==> src/rtl/arc4_pkg.sv <==
// Shared ARC4 types and constants for the encrypt and cracker blocks.
package arc4_pkg;

    typedef enum logic [1:0] {
        ST_IDLE,
        ST_INIT,
        ST_KSA,
        ST_PRGA
    } arc4_state_t;

    typedef enum logic [2:0] {
        PH_START,
        PH_WAIT,
        PH_LEN,
        PH_LENW,
        PH_PAD,
        PH_OUT
    } arc4_phase_t;

    typedef enum logic [2:0] {
        SW_IDLE,
        SW_RDI,
        SW_RDJ,
        SW_WRI,
        SW_WRJ
    } arc4_swap_t;

    localparam int KEY_LEN = 3;
    localparam logic [7:0] PRINT_LO = 8'h20;
    localparam logic [7:0] PRINT_HI = 8'h7E;

    function automatic logic is_printable(input logic [7:0] b);
        return (b >= PRINT_LO) && (b <= PRINT_HI);
    endfunction

endpackage

==> src/rtl/arc4_swap.sv <==
// S-array swap sequencer: read s[i], read s[j'], write s[i], write s[j'].
// j' = j + s[i] + add; old s[i]/s[j'] are kept for the PRGA pad lookup.
module arc4_swap
    import arc4_pkg::*;
(
    input  logic       clk,
    input  logic       rst,
    input  logic       start,
    input  logic [7:0] i,
    input  logic [7:0] j,
    input  logic [7:0] add,
    input  logic [7:0] rd_data,
    output logic       busy,
    output logic       done,
    output logic [7:0] addr,
    output logic [7:0] wrdata,
    output logic       wren,
    output logic [7:0] j_out,
    output logic [7:0] si,
    output logic [7:0] sj
);

    arc4_swap_t step_q, step_d;
    logic [7:0] i_q, j_q, add_q, si_q, sj_q;
    logic [7:0] j_new;

    assign j_new = j_q + rd_data + add_q;
    assign busy  = (step_q != SW_IDLE);
    assign j_out = j_q;
    assign si    = si_q;
    assign sj    = sj_q;

    always_ff @(posedge clk or posedge rst) begin
        if (rst) begin
            step_q <= SW_IDLE;
            i_q    <= '0;
            j_q    <= '0;
            add_q  <= '0;
            si_q   <= '0;
            sj_q   <= '0;
        end else begin
            step_q <= step_d;
            if (step_q == SW_IDLE && start) begin
                i_q   <= i;
                j_q   <= j;
                add_q <= add;
            end
            if (step_q == SW_RDJ) begin
                si_q <= rd_data;
                j_q  <= j_new;
            end
            if (step_q == SW_WRI) begin
                sj_q <= rd_data;
            end
        end
    end

    always_comb begin
        step_d = step_q;
        addr   = '0;
        wrdata = '0;
        wren   = 1'b0;
        done   = 1'b0;
        unique case (step_q)
            SW_IDLE: begin
                if (start) step_d = SW_RDI;
            end
            SW_RDI: begin
                addr   = i_q;
                step_d = SW_RDJ;
            end
            SW_RDJ: begin
                addr   = j_new;
                step_d = SW_WRI;
            end
            SW_WRI: begin
                addr   = i_q;
                wren   = 1'b1;
                wrdata = rd_data;
                step_d = SW_WRJ;
            end
            SW_WRJ: begin
                addr   = j_q;
                wren   = 1'b1;
                wrdata = si_q;
                done   = 1'b1;
                step_d = SW_IDLE;
            end
            default: step_d = SW_IDLE;
        endcase
    end

endmodule

==> src/rtl/arc4_encrypt.sv <==
// ARC4 encryption of a length-prefixed message with a 24-bit key.
// Optional pt_printable output under ARC4_ENCRYPT_PRINTABLE_CHK_EN.
module arc4_encrypt
    import arc4_pkg::*;
(
    input  logic        clk,
    input  logic        rst,
    input  logic        en,
    output logic        rdy,
    input  logic [23:0] key,
    output logic [7:0]  pt_addr,
    input  logic [7:0]  pt_rddata,
    output logic [7:0]  ct_addr,
    output logic [7:0]  ct_wrdata,
    output logic        ct_wren,
    output logic [7:0]  s_addr,
    output logic [7:0]  s_wrdata,
    output logic        s_wren,
    input  logic [7:0]  s_rddata
`ifdef ARC4_ENCRYPT_PRINTABLE_CHK_EN
    ,
    output logic        pt_printable
`endif
);

    localparam logic [1:0] KLAST = 2'(KEY_LEN - 1);

    arc4_state_t state_q, state_d;
    arc4_phase_t ph_q, ph_d;

    logic [23:0] key_q;
    logic [7:0]  i_q, j_q, cnt_q, len_q;
    logic [1:0]  kidx_q;
    logic [7:0]  kbyte;

    logic        sw_start, sw_busy, sw_done, sw_wren;
    logic [7:0]  sw_i, sw_add, sw_addr, sw_wrdata;
    logic [7:0]  sw_j, sw_si, sw_sj;

    logic [7:0]  top_addr, top_wrdata;
    logic        top_wren;

    logic        w_vld_q, byp_q;
    logic [7:0]  w_addr_q, w_data_q, byp_data_q;
    logic [7:0]  rd_data;

    always_comb begin
        unique case (kidx_q)
            2'd0:    kbyte = key_q[23:16];
            2'd1:    kbyte = key_q[15:8];
            default: kbyte = key_q[7:0];
        endcase
    end

    // A read of the location written the cycle before returns the written value.
    always_ff @(posedge clk or posedge rst) begin
        if (rst) begin
            w_vld_q    <= 1'b0;
            w_addr_q   <= '0;
            w_data_q   <= '0;
            byp_q      <= 1'b0;
            byp_data_q <= '0;
        end else begin
            w_vld_q    <= s_wren;
            w_addr_q   <= s_addr;
            w_data_q   <= s_wrdata;
            byp_q      <= !s_wren && w_vld_q
                          && (s_addr == w_addr_q);
            byp_data_q <= w_data_q;
        end
    end

    assign rd_data = byp_q ? byp_data_q : s_rddata;

    arc4_swap u_swap (
        .clk     (clk),
        .rst     (rst),
        .start   (sw_start),
        .i       (sw_i),
        .j       (j_q),
        .add     (sw_add),
        .rd_data (rd_data),
        .busy    (sw_busy),
        .done    (sw_done),
        .addr    (sw_addr),
        .wrdata  (sw_wrdata),
        .wren    (sw_wren),
        .j_out   (sw_j),
        .si      (sw_si),
        .sj      (sw_sj)
    );

    assign s_addr   = sw_busy ? sw_addr   : top_addr;
    assign s_wrdata = sw_busy ? sw_wrdata : top_wrdata;
    assign s_wren   = sw_busy ? sw_wren   : top_wren;

    always_ff @(posedge clk or posedge rst) begin
        if (rst) begin
            state_q <= ST_IDLE;
            ph_q    <= PH_START;
            key_q   <= '0;
            i_q     <= '0;
            j_q     <= '0;
            kidx_q  <= '0;
            cnt_q   <= '0;
            len_q   <= '0;
        end else begin
            state_q <= state_d;
            ph_q    <= ph_d;
            unique case (state_q)
                ST_IDLE: begin
                    if (en) begin
                        key_q  <= key;
                        cnt_q  <= '0;
                        i_q    <= '0;
                        j_q    <= '0;
                        kidx_q <= '0;
                    end
                end
                ST_INIT: cnt_q <= cnt_q + 8'd1;
                ST_KSA: begin
                    if (ph_q == PH_WAIT && sw_done) begin
                        if (i_q == 8'hFF) begin
                            i_q <= '0;
                            j_q <= '0;
                        end else begin
                            i_q    <= i_q + 8'd1;
                            j_q    <= sw_j;
                            kidx_q <= (kidx_q == KLAST) ? 2'd0
                                                        : kidx_q + 2'd1;
                        end
                    end
                end
                ST_PRGA: begin
                    unique case (ph_q)
                        PH_LENW: begin
                            len_q <= pt_rddata;
                            cnt_q <= 8'd1;
                        end
                        PH_START: i_q <= i_q + 8'd1;
                        PH_WAIT:  if (sw_done) j_q <= sw_j;
                        PH_OUT:   cnt_q <= cnt_q + 8'd1;
                        default:  ;
                    endcase
                end
                default: ;
            endcase
        end
    end

    always_comb begin
        state_d    = state_q;
        ph_d       = ph_q;
        rdy        = 1'b0;
        sw_start   = 1'b0;
        sw_i       = i_q;
        sw_add     = '0;
        top_addr   = '0;
        top_wrdata = '0;
        top_wren   = 1'b0;
        pt_addr    = '0;
        ct_addr    = '0;
        ct_wrdata  = '0;
        ct_wren    = 1'b0;
        unique case (state_q)
            ST_IDLE: begin
                rdy = 1'b1;
                if (en) state_d = ST_INIT;
            end
            ST_INIT: begin
                top_addr   = cnt_q;
                top_wrdata = cnt_q;
                top_wren   = 1'b1;
                if (cnt_q == 8'hFF) begin
                    state_d = ST_KSA;
                    ph_d    = PH_START;
                end
            end
            ST_KSA: begin
                unique case (ph_q)
                    PH_START: begin
                        sw_start = 1'b1;
                        sw_add   = kbyte;
                        ph_d     = PH_WAIT;
                    end
                    PH_WAIT: begin
                        if (sw_done) begin
                            if (i_q == 8'hFF) begin
                                state_d = ST_PRGA;
                                ph_d    = PH_LEN;
                            end else begin
                                ph_d = PH_START;
                            end
                        end
                    end
                    default: ph_d = PH_START;
                endcase
            end
            ST_PRGA: begin
                unique case (ph_q)
                    PH_LEN: ph_d = PH_LENW;
                    PH_LENW: begin
                        ct_wren   = 1'b1;
                        ct_wrdata = pt_rddata;
                        if (pt_rddata == 8'd0) state_d = ST_IDLE;
                        else                   ph_d    = PH_START;
                    end
                    PH_START: begin
                        sw_start = 1'b1;
                        sw_i     = i_q + 8'd1;
                        ph_d     = PH_WAIT;
                    end
                    PH_WAIT: if (sw_done) ph_d = PH_PAD;
                    PH_PAD: begin
                        top_addr = sw_si + sw_sj;
                        pt_addr  = cnt_q;
                        ph_d     = PH_OUT;
                    end
                    PH_OUT: begin
                        ct_addr   = cnt_q;
                        ct_wrdata = pt_rddata ^ rd_data;
                        ct_wren   = 1'b1;
                        if (cnt_q == len_q) state_d = ST_IDLE;
                        else                ph_d    = PH_START;
                    end
                    default: ph_d = PH_LEN;
                endcase
            end
            default: state_d = ST_IDLE;
        endcase
    end

`ifdef ARC4_ENCRYPT_PRINTABLE_CHK_EN
    logic ok_q;

    always_ff @(posedge clk or posedge rst) begin
        if (rst) begin
            ok_q <= 1'b0;
        end else if (state_q == ST_IDLE && en) begin
            ok_q <= 1'b1;
        end else if (state_q == ST_PRGA && ph_q == PH_OUT) begin
            ok_q <= ok_q & is_printable(pt_rddata);
        end
    end

    assign pt_printable = rdy & ok_q;
`endif

endmodule
==> config.mk <==
export PLATFORM = sky130hd
export DESIGN_NAME = arc4_encrypt
export DESIGN_NICKNAME = d
export VERILOG_FILES = /design/src/rtl/arc4_pkg.sv /design/src/rtl/arc4_swap.sv /design/src/rtl/arc4_encrypt.sv
export SDC_FILE = /design/constraint.sdc
export NUM_CORES = 1
export LEC_CHECK = 0
export ABC_CLOCK_PERIOD_IN_PS = 6350
export CORE_ASPECT_RATIO = 0.75
export CORE_UTILIZATION = 35
export CTS_CLUSTER_DIAMETER = 30
export CTS_CLUSTER_SIZE = 12
export DETAILED_ROUTE_END_ITERATION = 10
export GPL_TIMING_DRIVEN = 1
export HOLD_SLACK_MARGIN = 0.15
export PLACE_DENSITY = 0.51
export SLEW_MARGIN = 0
export SYNTH_ARGS = -nofsm -noshare
export SYNTH_HDL_FRONTEND = slang
export SYNTH_SLANG_ARGS = --single-unit
==> constraint.sdc <==
create_clock -name clk -period 6.35 [get_ports clk]
set_input_delay 0.9525 -clock clk [delete_from_list [all_inputs] [get_ports clk]]
set_output_delay 0.9525 -clock clk [all_outputs]
set_load 0.05 [all_outputs]
==> results.toml <==
[route]
vias_per_cell = 5.36
routed_wl_um = 21600
drc = 0
drt.antenna.violating_nets = 0
drt_iter0_drc = 661
firstDrtPassIters = 7
wire_per_inst_um = 19.4
num_vias = 5974

[worst_setup_path]
cp.depth = 13
r2r_end = "i_q[2]"
worstRegToRegCells = 7
startpoint = "s_rddata[3]"
reg2reg_from = "u_swap.step_q[0]"
crit_chain = "clkdlybuf4s50_1, mux2i_1, inv_1, fa_1, ha_1, nor2b_1, o31ai_1, a21oi_1, xnor2_1, a221oi_1, a21oi_1, nor2_1, clkdlybuf4s50_1"
critPathBufInv = 3
cp_data_required_time_ns = 5.40
critical_path.max_stage_delay_ns = 0.83
reg2reg_slack_ns = 2.03
worstSetupEndpointType = "primary output"
cp-endpoint = "s_addr[7]"
worstPathMaxFanout = 4
cp.arrival_ns = 5.01
cp-start-kind = "input port"
critPathTopFamily = "buffers and inverters"
critPathSlowestCell = "clkdlybuf4s50_1"
worstSetupPathType = "input port to primary output"

[sta]
relSlewSlack = 0.213
period_share = 0.940
setup_violations = 0
hold_viol = 0
holdWs_ns = 0.349
fin_crit_ns = 5.97
fin_skew_ns = 0.0125
rsz0062_at_grt = "false"
final.setup.tns_ns = 0
worst_slew_pin_slew_ns = 1.17
max_freq_mhz = 168
final_max_slew_viol_count = 0
setup_ws_ns = 0.384

[yosys]
ys_seq_area_frac = 0.451
synthArstFlopShare = 1.00
synth_edf_count = 0
ys_warn_count = 0
syn_nets = 827
synth_seq_cells = 132
ys.flop_type = "dfrtp_1"
synth_cells = 756
syn_area_per_cell_um2 = 9.69
syn_area_mm2 = 0.00733
synth_cell_types = 65

[floorplanning]
core_area_mm2 = 0.0204
ios = 86
die-width_um = 169
std_cell_rows = 45
start_util = 0.359
die_area_mm2 = 0.0215
die_y_um = 127

[global_routing]
grt_usage = 0.212
grt-ovfl-total = 0
grt_max_degree = 83
grt_pass1_wl_um = 34400
antenna_found_initial = 0
grt_pass1_vias = 5912

[clock_tree]
post_cts_buffers = 0
clock_path_buffers = 2
post_cts_resized = 0
tritoncts = "yes"
path_clk_slew_ns = 0.06
h-tree-depth = 4
clk_latency_ns = 0.43
cts_hold_buf = 0
cts_sinks = 132
cts_buffers = 17
clockRootBuffer = "clkbuf_16"

[final_layout]
syn2layout_area_growth_pct = 22.7
postLayoutCoreUtil = 0.441
antenna_cells = 0
finalInstanceArea_mm2 = 0.00899
final_nets = 890
drive_gt1_frac = 0.0986

[outcome]
status = "completed"

[pwr]
p_leak_nw = 3.77
powerDensity_mw_per_mm2 = 558
ir_worst_vdd_mv = 0.223

[hold_path]
holdCritPathClass = "flip-flop to flip-flop"

[flow_run]
maxCapViolCount = 0

[placement]
portBuffers = 85
place_area_mm2 = 0.00837
gp_congestion = 0.960
post-place-ws_ns = 0.412
hpwl_um = 15600
-- through the flow --
step	instances	total power [mW]
detailed placement	1082	3.95
finish	1114	5.02
floorplan	756	3.20
CTS	1114	5.02
global route	1114	5.37
global placement	1082	3.89
-- Yosys cell counts, drive strengths merged, types with 13 or more instances --
cell type,number,area share
and2,22,0.019
mux2,34,0.052
inv,24,0.012
o31ai,13,0.013
dfrtp,132,0.45
xor2,19,0.023
o21ai,64,0.044
mux2i,19,0.026
a21oi,55,0.038
ha,19,0.032
clkbuf,35,0.018
xnor2,15,0.018
nand2,90,0.046
nand3,14,0.0096
nor2,49,0.025
-- sequential cells by signal, summed over array words and instances (netlist names), 2 cells and up --
name,flops
state_q,2
len_q,8
kidx_q,2
j_q,8
w_addr_q,8
cnt_q,8
w_data_q,8
key_q,24
u_swap.step_q,3
byp_data_q,8
u_swap.si,8
u_swap.sj,8
ph_q,3
u_swap.i_q,8
i_q,8
u_swap.j_out,8
u_swap.add_q,8
-- power breakdown --
group          leakage, nW  switching, mW  internal (mW)
combinational         1.80           1.55          0.966
clock                0.298          0.426          0.632
sequential            1.67          0.309           1.14
-- routing by layer --
metal / global-route usage / vias to the layer above / routed length, um
met4: 0.0742 / 0 / 380
met5: 0 / - / 0
li1: - / 2796 / -
met3: 0.0428 / 32 / 1280
met1: 0.312 / 2941 / 10500
met2: 0.308 / 205 / 9420
-- area by class of cell --
| cell class | count | area, um2 |
|---|---|---|
| sequential | 132 | 3300 |
| multi-input combinational | 555 | 3740 |
| inverter | 24 | 92.6 |
| timing repair buffer | 89 | 881 |
| tap | 282 | 353 |
| fill | 1960 | 11400 |
| clock inverter | 14 | 191 |
| clock buffer | 18 | 429 |
-- worst reg2reg max path, cell delays in order (launching register included) --
cell and delay, ns:
dfrtp_1 0.70, nor2_1 0.83, and2_1 0.64, nand2_1 0.19, a21boi_0 0.96, a21boi_0 0.63
a21oi_1 0.16, a21oi_1 0.14
-- cell families after synthesis --
group                      synth area share
and+or+nand+nor                       0.162
AOI/OAI and AO/OA                     0.173
DFF                                   0.451
buffers and inverters                0.0384
muxes                                0.0782
xor gates and xnor gates             0.0406
adders and majority gates            0.0570
-- worst min-delay path by stage --
stage | start | depth (start not counted) | to
floorplan | w_data_q[0] | 0 | byp_data_q[0]
global placement | w_data_q[2] | 0 | byp_data_q[2]
detailed placement | w_data_q[7] | 0 | byp_data_q[7]
CTS | w_data_q[7] | 0 | byp_data_q[7]
global route | w_data_q[1] | 0 | byp_data_q[1]
finish | w_data_q[6] | 0 | byp_data_q[6]
-- cell usage in the layout (no fill, tap or decap), types with 4 or more instances in the layout --
cell / n
nor3_1: 10
and2_1: 21
o21a_1: 4
a22oi_1: 8
nor4_1: 4
mux2_2: 34
inv_6: 4
nor2b_1: 12
fa_1: 9
xnor2_1: 15
mux2i_1: 19
dfrtp_1: 132
clkbuf_16: 17
ha_1: 19
buf_4: 4
a221oi_1: 6
or3_1: 5
nand4_1: 6
clkdlybuf4s50_1: 85
and3_1: 8
nand2b_1: 8
inv_1: 22
o31ai_1: 13
nand3_1: 14
a22o_1: 12
o21ai_0: 61
nor2_1: 49
xor2_1: 19
a21oi_1: 55
nor3b_1: 4
a21boi_0: 5
nand2_1: 90
No activity file was read; power rests on OpenSTA's default activity.
